--- src/rtl/ysyx.svh ---
// ysyx shared defines: datapath width, writeback queue depth and DPI hook fallbacks.
`ifndef YSYX_SVH
`define YSYX_SVH
`default_nettype none

`define YSYX_XLEN        32
`define YSYX_WBU_Q_DEPTH 4

// Simulation environments override these with DPI calls; synthesis sees no-ops.
`ifndef YSYX_DPI_C_NPC_EXU_EBREAK
`define YSYX_DPI_C_NPC_EXU_EBREAK
`endif
`ifndef YSYX_DPI_C_NPC_DIFFTEST_SKIP_REF
`define YSYX_DPI_C_NPC_DIFFTEST_SKIP_REF
`endif

`default_nettype wire
`endif

--- src/rtl/ysyx_pkg.sv ---
// ============================================================================
// Module  : ysyx_pkg
// Brief   : Shared ysyx types: writeback queue entry and FSM state.
// Revision: 1.0 - initial release
// ============================================================================
`include "ysyx.svh"
`default_nettype none

package ysyx_pkg;

    typedef enum logic [0:0] {
        WBU_RUN  = 1'b0,
        WBU_HALT = 1'b1
    } wbu_state_t;

    typedef struct packed {
        logic [`YSYX_XLEN-1:0] pc;
        logic [31:0]           inst;
        logic [`YSYX_XLEN-1:0] npc;
        logic                  change;
        logic                  retire;
        logic                  ebreak;
    } wbu_entry_t;

endpackage

`default_nettype wire

--- src/rtl/ysyx_wbu_q_ram.sv ---
// ============================================================================
// Module  : ysyx_wbu_q_ram
// Brief   : DEPTH x entry storage, one synchronous write port, one async read.
// Revision: 1.0 - initial release
// ============================================================================
`include "ysyx.svh"
`default_nettype none

module ysyx_wbu_q_ram
    import ysyx_pkg::*;
#(
    parameter int DEPTH = `YSYX_WBU_Q_DEPTH,
    parameter int AW    = $clog2(DEPTH)
) (
    input  logic          clock,
    input  logic          wen,
    input  logic [AW-1:0] waddr,
    input  wbu_entry_t    wdata,
    input  logic [AW-1:0] raddr,
    output wbu_entry_t    rdata
);

    wbu_entry_t r_mem [DEPTH];

    always_ff @(posedge clock) begin
        if (wen) begin
            r_mem[waddr] <= wdata;
        end
    end

    assign rdata = r_mem[raddr];

endmodule

`default_nettype wire

--- src/rtl/ysyx_wbu_q.sv ---
// ============================================================================
// Module  : ysyx_wbu_q
// Brief   : Writeback queue with redirect flush and ebreak halt.
//           Optional retire counter enabled by YSYX_WBU_Q_RETIRE_CNT_EN.
// Revision: 1.0 - initial release
// ============================================================================
`include "ysyx.svh"
`default_nettype none

module ysyx_wbu_q
    import ysyx_pkg::*;
#(
    parameter int XLEN  = `YSYX_XLEN,
    parameter int DEPTH = `YSYX_WBU_Q_DEPTH
) (
    input  logic            clock,
    input  logic            reset,
    input  logic            in_valid,
    output logic            in_ready,
    input  logic [XLEN-1:0] in_pc,
    input  logic [31:0]     in_inst,
    input  logic [XLEN-1:0] in_npc,
    input  logic            in_change,
    input  logic            in_retire,
    input  logic            in_ebreak,
    output logic            out_valid,
    input  logic            out_ready,
    output logic [XLEN-1:0] out_pc,
    output logic [31:0]     out_inst,
    output logic [XLEN-1:0] out_npc,
    output logic            out_change,
    output logic            out_retire,
    output logic            out_halt
`ifdef YSYX_WBU_Q_RETIRE_CNT_EN
    ,
    output logic [63:0]     out_retire_cnt
`endif
);

    localparam int           AW        = $clog2(DEPTH);
    localparam logic [AW:0]  c_FULL    = (AW+1)'(DEPTH);
    localparam logic [0:0]   c_ST_RUN  = WBU_RUN;
    localparam logic [0:0]   c_ST_HALT = WBU_HALT;

    logic [AW:0]   r_count;
    logic [AW-1:0] r_head;
    logic [AW-1:0] r_tail;
    logic [0:0]    r_state;

    wbu_entry_t    w_wr;
    wbu_entry_t    w_rd;
    logic          w_run;
    logic          w_push;
    logic          w_pop;
    logic          w_redirect;
    logic          w_halt_pop;
    logic [AW:0]   w_count_next;

    assign w_wr.pc     = in_pc;
    assign w_wr.inst   = in_inst;
    assign w_wr.npc    = in_npc;
    assign w_wr.change = in_change;
    assign w_wr.retire = in_retire;
    assign w_wr.ebreak = in_ebreak;

    ysyx_wbu_q_ram #(
        .DEPTH (DEPTH),
        .AW    (AW)
    ) u_ram (
        .clock (clock),
        .wen   (w_push),
        .waddr (r_tail),
        .wdata (w_wr),
        .raddr (r_head),
        .rdata (w_rd)
    );

    // A full queue refuses pushes even if it pops in the same cycle.
    assign w_run      = (r_state == c_ST_RUN);
    assign in_ready   = (r_count != c_FULL) && w_run;
    assign out_valid  = (r_count != '0) && w_run;
    assign w_push     = in_valid && in_ready;
    assign w_pop      = out_valid && out_ready;
    assign w_redirect = w_pop && w_rd.change;
    assign w_halt_pop = w_pop && w_rd.ebreak;

    always_comb begin
        w_count_next = r_count;
        unique case ({w_push, w_pop})
            2'b10:   w_count_next = r_count + (AW+1)'(1);
            2'b01:   w_count_next = r_count - (AW+1)'(1);
            default: w_count_next = r_count;
        endcase
    end

    always_ff @(posedge clock) begin
        if (reset) begin
            r_count <= '0;
            r_head  <= '0;
            r_tail  <= '0;
            r_state <= c_ST_RUN;
            `YSYX_DPI_C_NPC_DIFFTEST_SKIP_REF;
        end else begin
            // A redirecting pop drops every younger entry, including this cycle's push.
            if (w_redirect) begin
                r_count <= '0;
                r_head  <= '0;
                r_tail  <= '0;
            end else begin
                r_count <= w_count_next;
                if (w_pop) begin
                    r_head <= r_head + AW'(1);
                end
                if (w_push) begin
                    r_tail <= r_tail + AW'(1);
                end
            end
            if (w_halt_pop) begin
                r_state <= c_ST_HALT;
                `YSYX_DPI_C_NPC_EXU_EBREAK;
            end
        end
    end

    assign out_pc     = w_rd.pc;
    assign out_inst   = w_rd.inst;
    assign out_npc    = w_rd.npc;
    assign out_change = out_valid && w_rd.change;
    assign out_retire = out_valid && w_rd.retire;
    assign out_halt   = (r_state == c_ST_HALT);

`ifdef YSYX_WBU_Q_RETIRE_CNT_EN
    logic [63:0] r_retire_cnt;

    always_ff @(posedge clock) begin
        if (reset) begin
            r_retire_cnt <= '0;
        end else if (w_pop && w_rd.retire) begin
            r_retire_cnt <= r_retire_cnt + 64'd1;
        end
    end

    assign out_retire_cnt = r_retire_cnt;
`endif

endmodule

`default_nettype wire

--- config.mk ---
export PLATFORM = sky130hd
export DESIGN_NAME = ysyx_wbu_q
export DESIGN_NICKNAME = d
export VERILOG_FILES = /design/src/rtl/ysyx_pkg.sv /design/src/rtl/ysyx_wbu_q_ram.sv /design/src/rtl/ysyx_wbu_q.sv
export VERILOG_INCLUDE_DIRS = /design/src /design/src/rtl
export SDC_FILE = /design/constraint.sdc
export NUM_CORES = 1
export LEC_CHECK = 0
export BUFFER_PORTS_ARGS = -buffer_cell sky130_fd_sc_hd__buf_2
export CORE_ASPECT_RATIO = 0.9
export CORE_MARGIN = 5
export CORE_UTILIZATION = 40
export DETAILED_ROUTE_END_ITERATION = 10
export PLACE_DENSITY_LB_ADDON = 0.2
export SLEW_MARGIN = 10
export SYNTH_ARGS = -nofsm -noshare
export SYNTH_HDL_FRONTEND = slang
export SYNTH_HIERARCHICAL = 1
export SYNTH_SLANG_ARGS = --single-unit
--- constraint.sdc ---
create_clock -name clock -period 9.5 [get_ports clock]
set_clock_uncertainty 0.2 [all_clocks]
set_input_delay 1.425 -clock clock [delete_from_list [all_inputs] [get_ports clock]]
set_output_delay 1.425 -clock clock [all_outputs]
set_load 0.01 [all_outputs]
==> flow_summary.json <==
{
  "layout_common_cells": "edfxtp_1, buf_2, mux4_2",
  "overflow": 0,
  "vias": 6741,
  "place.gp.congestion": 0.747,
  "rows": 66,
  "powerDensity_nw_per_um2": 265,
  "synth-edff-count": 396,
  "dr.pass1.iters": 4,
  "setup.worst_path.start_class": "flip-flop",
  "critPathRequiredTime_ns": 7.88,
  "htreeDepth": 2,
  "critPathKind": "reg2out",
  "cts_num_sinks": 404,
  "ys_warn_count": 6,
  "hold_class": "reg2reg",
  "syn_area_um2": 14700,
  "final_max_slew_viol_count": 0,
  "cp_num_cells": 3,
  "leakage_nw": 5.77,
  "core_area_um2": 36300,
  "drt_iter0_drc": 364,
  "r2r_setup_slack_ns": 6.30,
  "yosysSeqAreaShare_pct": 81.8,
  "post_cts_resize_count": 0,
  "cp_slowest_cell": "dfxtp_4",
  "final_util_pct": 48.4,
  "clock_path_buffers": 3,
  "crit_path_max_incr_delay_ns": 1.03,
  "io_pins": 204,
  "syn_inst": 573,
  "avgSynthCellArea_um2": 25.7,
  "start_util_pct": 40.6,
  "cp-endpoint": "out_inst[19]",
  "nFillCells": 3011,
  "post_drt_wl_per_cell_um": 22.4,
  "r2r_cells": 4,
  "cts-root-buf": "clkbuf_16",
  "syn-num-nets": 678,
  "grtUsageTotal_pct": 14.4,
  "final_nets": 910,
  "drive_gt1_share_pct": 45.0,
  "end_kind": "primary output",
  "finalWirelength_mm": 29.3,
  "grt_antenna_before_repair": 6,
  "hpwl_mm": 17.5,
  "max-cap-violations": 0,
  "post-route-min-period_ns": 5.03,
  "die_w_um": 212,
  "timing.rr.start": "out_halt$_SDFFE_PP0P_",
  "worstHoldStart": "r_count[2]$_SDFFE_PP0P_",
  "ant_nets": 0,
  "grt_max_degree": 64,
  "final_common_cell": "edfxtp_1",
  "crit_fanout": 53,
  "worstSetupStartpoint": "r_head[0]$_SDFFE_PP0N_",
  "grt_pass1_vias": 7661,
  "relSlewSlack_pct": 29.8,
  "syn2layout_area_growth_pct": 19.2,
  "fin_setup_tns_ns": 0,
  "synth-main-ff-cell": "edfxtp_1",
  "insertion_delay_ns": 0.52,
  "hold_viol_final": 0,
  "rsz0062_at_grt": "no",
  "postSynth.asyncResetShare_pct": 0,
  "synth_cell_type_count": 34,
  "cts_buffers": 42,
  "critPathArrivalTime_ns": 3.40,
  "tightest_slew_ns": 1.05,
  "grt_pass1_wl_mm": 45.1,
  "crit_buf_inv": 2,
  "die_height_um": 192,
  "outcome": "complete, no violations",
  "fmax_mhz": 199,
  "dieArea_um2": 40800,
  "drc": 0,
  "synth_seq_cells": 404,
  "via_per_inst": 5.15,
  "clkTransAtPathRegs_ns": 0.06,
  "cts_hold_buffers": 0,
  "port_buffers": 203,
  "cts_tree": "yes",
  "fin_crit_sh_pct": 52.9,
  "antenna_cells": 0,
  "r2r-end": "u_ram/r_mem[2][44]$_DFFE_PP_",
  "vdd_drop_max_uv": 187,
  "crit_family": "buffers and inverters",
  "postCtsSetupRepairBufs": 0,
  "setup_viol": 0,
  "cp_cell_sequence": "buf_4 > mux4_2 > buf_2"
}
## worst register-to-register path, stage by stage, from the launching register on
cell      delay (ns)
dfxtp_1         0.40
nand2b_1        0.22
nor2_1          0.27
and3b_4         0.86
buf_4           0.84
## Yosys cell counts, types with 2 or more instances
| master | number | share of area (%) |
|---|---|---|
| nor2_1 | 8 | 0.20 |
| buf_2 | 10 | 0.34 |
| xor2_1 | 2 | 0.12 |
| dfxtp_1 | 8 | 1.1 |
| and2_1 | 2 | 0.085 |
| a21oi_1 | 5 | 0.17 |
| and3b_1 | 2 | 0.12 |
| nor3_1 | 2 | 0.068 |
| clkbuf_1 | 8 | 0.20 |
| inv_1 | 4 | 0.10 |
| o21ai_0 | 3 | 0.10 |
| buf_8 | 2 | 0.20 |
| edfxtp_1 | 396 | 81 |
| o31ai_1 | 2 | 0.10 |
| mux4_2 | 99 | 15 |
| or3_1 | 2 | 0.085 |
## kinds of logic after synthesis
group,synth area share [%]
flip-flops,81.8
multiplexers,15.2
AND/OR/NAND/NOR,1.14
buffers and inverters,0.977
AO/OA/AOI/OAI,0.476
XOR/XNOR,0.119
adder cells (fa/ha/maj),0.221
## worst min path at each step
stage                                         end  slack, ns  depth (start not counted)
after floorplan            r_head[1]$_SDFFE_PP0N_       0.25                          2
after global placement    r_count[2]$_SDFFE_PP0P_       0.30                          2
after detailed placement  r_count[2]$_SDFFE_PP0P_       0.35                          2
after CTS                 r_count[2]$_SDFFE_PP0P_       0.36                          2
after global routing      r_count[2]$_SDFFE_PP0P_       0.39                          2
final                     r_count[2]$_SDFFE_PP0P_       0.36                          2
## per-layer routing
layer | track usage [%] | vias to the layer above | part of all wire (%)
met3 | 4.52 | 43 | 7.6
met1 | 18.9 | 3563 | 42
met5 | 0 | - | 0.21
li1 | - | 2939 | -
met2 | 23.9 | 184 | 49
met4 | 3.42 | 12 | 1.5
## report_power, final
part	internal [mW]	total [mW]	switching, mW
logic	0.390	0.853	0.463
registers	2.21	2.30	0.0921
clock network	0.883	1.50	0.614
total	3.49	4.65	1.17
## area by class of cell
class	instances	area, µm²	share of cell area (%)
clock buffer	54	1120	6.36
clock inverter	18	148	0.841
inverter	4	15.0	0.0855
multi-input combinational	143	2560	14.6
sequential	404	12100	68.7
tap	476	596	3.39
timing repair buffer	210	1070	6.09
## per-stage QoR
step | cells | total power [mW] | hold slack [ns] | setup slack [ns] | instance area, µm²
after floorplan | 573 | 2.87 | 0.248 | 3.26 | 14700
after detailed placement | 1237 | 3.22 | 0.353 | 4.87 | 16300
after global placement | 1237 | 3.20 | 0.295 | 4.88 | 16300
after CTS | 1309 | 4.74 | 0.362 | 4.25 | 17600
after global routing | 1309 | 4.89 | 0.387 | 4.08 | 17600
final | 1309 | 4.65 | 0.364 | 4.47 | 17600
## registers in the layout, indices dropped and copies added (netlist names)
signal       flops
u_ram/r_mem    396
r_count          3
r_head           2
r_tail           2
out_halt         1
Power figures use the tool's default switching activity.
